[src/rtl/pipeline_ctrl.sv]
// Control core for an N-stage in-order MIPS pipeline: scoreboard, load-use stall, branch flush,
// operand forwarding and a debug run/halt/step sequencer. Optional perf counters: PIPELINE_PERF_CNT_EN.
module pipeline_ctrl #(
    parameter int NUM_STAGES    = 5,
    parameter int REG_ADDR_BITS = 5,
    parameter int FW_BUS_WIDTH  = 2,
    parameter int BRANCH_STAGE  = 3,
    parameter int LOAD_STAGE    = 4,
    parameter bit RESET_HALTED  = 1'b0,
    parameter int CNT_WIDTH     = 32
) (
    input  logic                     clk,
    input  logic                     reset_n,
    input  logic [REG_ADDR_BITS-1:0] id_rs_addr,
    input  logic [REG_ADDR_BITS-1:0] id_rt_addr,
    input  logic [REG_ADDR_BITS-1:0] id_w_addr,
    input  logic                     id_uses_rs,
    input  logic                     id_uses_rt,
    input  logic                     id_reg_write,
    input  logic                     id_mem_read,
    input  logic                     br_taken,
    input  logic                     dbg_halt,
    input  logic                     dbg_step,
    input  logic                     dbg_resume,
    output logic                     pc_enable,
    output logic                     ifid_enable,
    output logic                     stage_enable,
    output logic                     ex_bubble,
    output logic [NUM_STAGES-1:0]    flush_mask,
    output logic [FW_BUS_WIDTH-1:0]  fw_rs_sel,
    output logic [FW_BUS_WIDTH-1:0]  fw_rt_sel,
    output logic                     halted,
    output logic                     wb_valid
`ifdef PIPELINE_PERF_CNT_EN
    ,
    output logic [CNT_WIDTH-1:0]     perf_retired,
    output logic [CNT_WIDTH-1:0]     perf_stalls,
    output logic [CNT_WIDTH-1:0]     perf_flushes
`endif
);

    localparam int LAST = NUM_STAGES - 1;
    localparam logic [NUM_STAGES-1:0] FLUSH_BITS = NUM_STAGES'((1 << BRANCH_STAGE) - 1);

    if (NUM_STAGES < 4 || NUM_STAGES > 8 || BRANCH_STAGE < 2 || BRANCH_STAGE > NUM_STAGES - 2 ||
        LOAD_STAGE < 3 || LOAD_STAGE > NUM_STAGES - 1 || (1 << FW_BUS_WIDTH) < NUM_STAGES - 2 ||
        CNT_WIDTH < 1) begin : g_cfg_err
        $error("pipeline_ctrl: illegal parameter combination");
    end

    typedef enum logic [1:0] {
        SEQ_RUN  = 2'd0,
        SEQ_HALT = 2'd1,
        SEQ_STEP = 2'd2
    } seq_t;

    localparam seq_t SEQ_RESET = RESET_HALTED ? SEQ_HALT : SEQ_RUN;

    seq_t r_seq;
    seq_t w_seq_nxt;
    logic w_adv;
    logic w_hazard;
    logic w_stall;

    // Scoreboard entries 2..LAST; index equals the stage the instruction occupies.
    logic                     r_valid     [2:LAST];
    logic [REG_ADDR_BITS-1:0] r_rs        [2:LAST];
    logic [REG_ADDR_BITS-1:0] r_rt        [2:LAST];
    logic [REG_ADDR_BITS-1:0] r_w_addr    [2:LAST];
    logic                     r_uses_rs   [2:LAST];
    logic                     r_uses_rt   [2:LAST];
    logic                     r_reg_write [2:LAST];
    logic                     r_mem_read  [2:LAST];

    always_ff @(posedge clk or negedge reset_n) begin
        if (!reset_n) begin
            r_seq <= SEQ_RESET;
        end else begin
            r_seq <= w_seq_nxt;
        end
    end

    always_comb begin
        w_seq_nxt = r_seq;
        case (r_seq)
            SEQ_RUN: begin
                if (dbg_halt) w_seq_nxt = SEQ_HALT;
            end
            SEQ_HALT: begin
                if (dbg_halt)        w_seq_nxt = SEQ_HALT;
                else if (dbg_step)   w_seq_nxt = SEQ_STEP;
                else if (dbg_resume) w_seq_nxt = SEQ_RUN;
            end
            SEQ_STEP: w_seq_nxt = SEQ_HALT;
            default:  w_seq_nxt = SEQ_RESET;
        endcase
    end

    always_comb begin
        w_adv  = 1'b1;
        halted = 1'b0;
        case (r_seq)
            SEQ_HALT: begin
                w_adv  = 1'b0;
                halted = 1'b1;
            end
            default: ;
        endcase
    end

    // A load still short of LOAD_STAGE cannot supply its data to the instruction in ID.
    always_comb begin
        w_hazard = 1'b0;
        for (int j = 2; j < LOAD_STAGE; j++) begin
            if (r_valid[j] && r_mem_read[j] && r_reg_write[j] && (r_w_addr[j] != '0) &&
                ((id_uses_rs && (r_w_addr[j] == id_rs_addr)) ||
                 (id_uses_rt && (r_w_addr[j] == id_rt_addr)))) begin
                w_hazard = 1'b1;
            end
        end
    end

    assign w_stall      = w_hazard & ~br_taken;
    assign stage_enable = w_adv;
    assign pc_enable    = w_adv & ~w_stall;
    assign ifid_enable  = w_adv & ~w_stall;
    assign ex_bubble    = w_adv & w_stall;
    assign flush_mask   = br_taken ? FLUSH_BITS : '0;
    assign wb_valid     = r_valid[LAST];

    // Scan oldest to youngest so the lowest matching stage is the last writer.
    always_comb begin
        fw_rs_sel = '0;
        fw_rt_sel = '0;
        for (int k = LAST; k >= 3; k--) begin
            if (r_valid[2] && r_valid[k] && r_reg_write[k] && (r_w_addr[k] != '0)) begin
                if (r_uses_rs[2] && (r_w_addr[k] == r_rs[2])) fw_rs_sel = FW_BUS_WIDTH'(k - 2);
                if (r_uses_rt[2] && (r_w_addr[k] == r_rt[2])) fw_rt_sel = FW_BUS_WIDTH'(k - 2);
            end
        end
    end

    always_ff @(posedge clk or negedge reset_n) begin
        if (!reset_n) begin
            for (int k = 2; k <= LAST; k++) r_valid[k] <= 1'b0;
        end else if (w_adv) begin
            r_valid[2] <= ~(ex_bubble | flush_mask[1]);
            for (int k = 3; k <= LAST; k++) r_valid[k] <= r_valid[k-1] & ~flush_mask[k-1];
        end
    end

    // Payload fields only matter while the matching valid bit is set.
    always_ff @(posedge clk) begin
        if (w_adv) begin
            r_rs[2]        <= id_rs_addr;
            r_rt[2]        <= id_rt_addr;
            r_w_addr[2]    <= id_w_addr;
            r_uses_rs[2]   <= id_uses_rs;
            r_uses_rt[2]   <= id_uses_rt;
            r_reg_write[2] <= id_reg_write;
            r_mem_read[2]  <= id_mem_read;
            for (int k = 3; k <= LAST; k++) begin
                r_rs[k]        <= r_rs[k-1];
                r_rt[k]        <= r_rt[k-1];
                r_w_addr[k]    <= r_w_addr[k-1];
                r_uses_rs[k]   <= r_uses_rs[k-1];
                r_uses_rt[k]   <= r_uses_rt[k-1];
                r_reg_write[k] <= r_reg_write[k-1];
                r_mem_read[k]  <= r_mem_read[k-1];
            end
        end
    end

`ifdef PIPELINE_PERF_CNT_EN
    logic [CNT_WIDTH-1:0] r_retired;
    logic [CNT_WIDTH-1:0] r_stalls;
    logic [CNT_WIDTH-1:0] r_flushes;

    always_ff @(posedge clk or negedge reset_n) begin
        if (!reset_n) begin
            r_retired <= '0;
            r_stalls  <= '0;
            r_flushes <= '0;
        end else if (w_adv) begin
            if (wb_valid) r_retired <= r_retired + 1'b1;
            if (w_stall)  r_stalls  <= r_stalls + 1'b1;
            if (br_taken) r_flushes <= r_flushes + 1'b1;
        end
    end

    assign perf_retired = r_retired;
    assign perf_stalls  = r_stalls;
    assign perf_flushes = r_flushes;
`endif

endmodule
[config.mk]
export PLATFORM = sky130hd
export DESIGN_NAME = pipeline_ctrl
export DESIGN_NICKNAME = d
export VERILOG_FILES = /design/src/rtl/pipeline_ctrl.sv
export SDC_FILE = /design/constraint.sdc
export NUM_CORES = 1
export LEC_CHECK = 0
export CORE_MARGIN = 4
export CORE_UTILIZATION = 45
export CTS_CLUSTER_SIZE = 28
export DETAILED_ROUTE_END_ITERATION = 7
export GPL_ROUTABILITY_DRIVEN = 0
export GPL_TIMING_DRIVEN = 0
export PLACE_DENSITY = 0.85
export SKIP_CTS_REPAIR_TIMING = 1
export SYNTH_ARGS = -nofsm -noshare
export SYNTH_HDL_FRONTEND = slang
export SYNTH_SLANG_ARGS = --single-unit
[constraint.sdc]
create_clock -name clk -period 4.6 [get_ports clk]
set_clock_uncertainty 0.1 [all_clocks]
set_input_delay 0.69 -clock clk [delete_from_list [all_inputs] [get_ports clk]]
set_output_delay 0.69 -clock clk [all_outputs]
set_load 0.1 [all_outputs]
==> results.json <==
{
  "dp.cells": 222,
  "routedWlPerCell_um": 15.1,
  "end_kind": "output port",
  "yosysWarnings": 0,
  "yosys.area.top_type": "edfxtp_1",
  "antenna_cells": 0,
  "setup-tns-final_ps": 0,
  "cp-start-kind": "input pin",
  "io_pins": 40,
  "status": "finished clean",
  "num_vias": 1175,
  "finalHoldViolations": 0,
  "ys_types": 30,
  "floorplan.initialDensity_pct": 47.9,
  "power_density_nw_per_um2": 380,
  "min_period_ps": 4060,
  "fin_crit_sh_pct": 88.3,
  "drtAntennaViolNets": 0,
  "leakagePower_nw": 0.807,
  "core_area_um2": 3740,
  "cts_buffer_depth": 2,
  "relSlewSlack_pct": 33.7,
  "syn_to_final_growth_pct": 29.1,
  "rsz0062_at_grt": "no",
  "worst_pin_slew_ps": 991,
  "numPortBuffers": 37,
  "num_rows": 22,
  "drtIter0Drc": 37,
  "antenna_found_initial": 0,
  "fillerInstances": 293,
  "slew_viol_final": 0,
  "critPathMaxFanout": 3,
  "cts_tree": "done",
  "synth_area_leaders": "edfxtp_1, xnor2_1, xor2_1, dfrtp_1, buf_4",
  "critPathRequiredTime_ps": 3810,
  "grt_pass1_wl_um": 5690,
  "clock-sinks": 37,
  "vdd_drop_max_mv": 0.250,
  "drive_gt1_share_pct": 11.5,
  "fin_area_um2": 2310,
  "yosysSeqAreaShare_pct": 60.6,
  "netlist_instances": 136,
  "dpl.hpwl_um": 2740,
  "fin_cells": 230,
  "routed_wirelength_um": 3480,
  "die_area_um2": 5060,
  "synth-seq-cells": 37,
  "fmax_ghz": 0.246,
  "route.detailed.drc": 0,
  "grt_max_degree": 36,
  "die_w_um": 71.1,
  "viasPerCell": 5.11,
  "path_class": "input pin to output port",
  "drv_cap": 0,
  "mostFrequentLayoutCell": "clkdlybuf4s50_1",
  "grtUsageTotal_pct": 15.0,
  "clock_insertion_delay_worst_skew_ps": 290,
  "synth_top_area_share_pct": 53.6,
  "synth_area_um2": 1790,
  "htree_levels": 2,
  "die_h_um": 71.1,
  "grt_pass1_vias": 1187,
  "layout_common_cells": "clkdlybuf4s50_1, edfxtp_1, xnor2_1",
  "fin_nets": 206,
  "syn_area_per_cell_um2": 13.2,
  "post_dp_cell_area_um2": 2230,
  "cts.clk_slew.worst_paths_ps": 70,
  "dr.pass1.iters": 4,
  "grt.overflow.total": 0,
  "min_path_type": "flop to flop",
  "cts_buffers": 5,
  "report.final.setup_viol": 0,
  "cts-root-buf": "clkbuf_8",
  "arrival_ps": 3270
}
[final cells by class]
| class | count | area (um^2) | share of cell area, % |
|---|---|---|---|
| sequential | 37 | 1090 | 46.9 |
| buffer | 12 | 80.1 | 3.46 |
| multi-input combinational | 86 | 623 | 26.9 |
| inverter | 2 | 11.3 | 0.487 |
| clock inverter | 2 | 10.0 | 0.433 |
| timing repair buffer | 37 | 370 | 16.0 |
| clock buffer | 6 | 72.6 | 3.14 |
| tap | 48 | 60.1 | 2.60 |
[cell families (layout without fill, tap and decap cells)]
group	after synthesis	after routing	share of synthesized area [%]
xor gates and xnor gates	40	40	19.6
DFF	37	37	60.6
and+or+nand+nor	33	33	9.64
buffers and inverters	14	59	4.82
AOI/OAI and AO/OA	10	10	4.54
other	1	2	0.209
muxes	1	1	0.628
[routing by layer]
metal | up-vias | wire, um | GRT usage [%]
met5 | - | 0 | 0
met4 | 0 | 64 | 6.26
met3 | 5 | 224 | 4.40
met2 | 50 | 1750 | 25.4
met1 | 551 | 1440 | 17.8
li1 | 569 | - | -
[power by group]
part	total (mW)	switching, mW	internal (mW)	leakage [nW]
sequential	0.445	0.0316	0.413	0.376
combinational	0.225	0.140	0.0851	0.386
clock	0.210	0.106	0.105	0.0450
[final timing paths]
check,end,depth (start not counted),slack [ps],start
max,ex_bubble,7,540,id_rs_addr[3]
min,r_w_addr[4][3]$_DFFE_PN_,0,350,r_w_addr[3][3]$_DFFE_PN_
max reg2reg,r_w_addr[2][0]$_DFFE_PN_,3,2690,r_seq[1]$_DFFE_PN0P_
min reg2reg,r_w_addr[4][3]$_DFFE_PN_,0,350,r_w_addr[3][3]$_DFFE_PN_
max in group asynchronous,r_seq[0]$_DFFE_PN0P_,1,3680,reset_n
min in group asynchronous,wb_valid$_DFFE_PN0N_,1,520,reset_n
[metrics by stage]
stage	hold WS, ps	setup slack, ps	utilization [%]	power [mW]
floorplan	294	1.44	-	0.607
global placement	331	620	59.6	0.668
detailed placement	334	517	59.6	0.678
CTS	343	517	61.8	0.888
global route	361	402	61.8	0.920
finish	348	540	61.8	0.880
[flip-flops by register name, summed over array words and instances, names as in the netlist]
name and cells:
r_w_addr 15, r_rs 5, r_rt 5, r_reg_write 3
r_mem_read 2, r_seq 2, r_valid 2, r_uses_rs 1
r_uses_rt 1, wb_valid 1
[cells in the mapped netlist (all sizes together)]
master	number
nand2	6
nand3	5
nor3	5
o22ai	2
nor3b	2
a21oi	2
nand4	4
dfrtp	5
edfxtp	32
nor4	4
o2111ai	1
a32oi	1
a22o	1
clkbuf	3
buf	9
o31ai	1
conb	1
mux2	1
nor2b	1
o311a	1
or4	1
nor2	4
xor2	16
o21a	1
xnor2	24
or3	1
inv	2
[critical path, stage by stage]
cell	delay (ps)
clkdlybuf4s50_1	550
xnor2_1	150
nand4_1	130
o22ai_1	220
a32oi_2	150
nor3_1	180
clkdlybuf4s50_1	1190
Power figures use the tool's default switching activity.
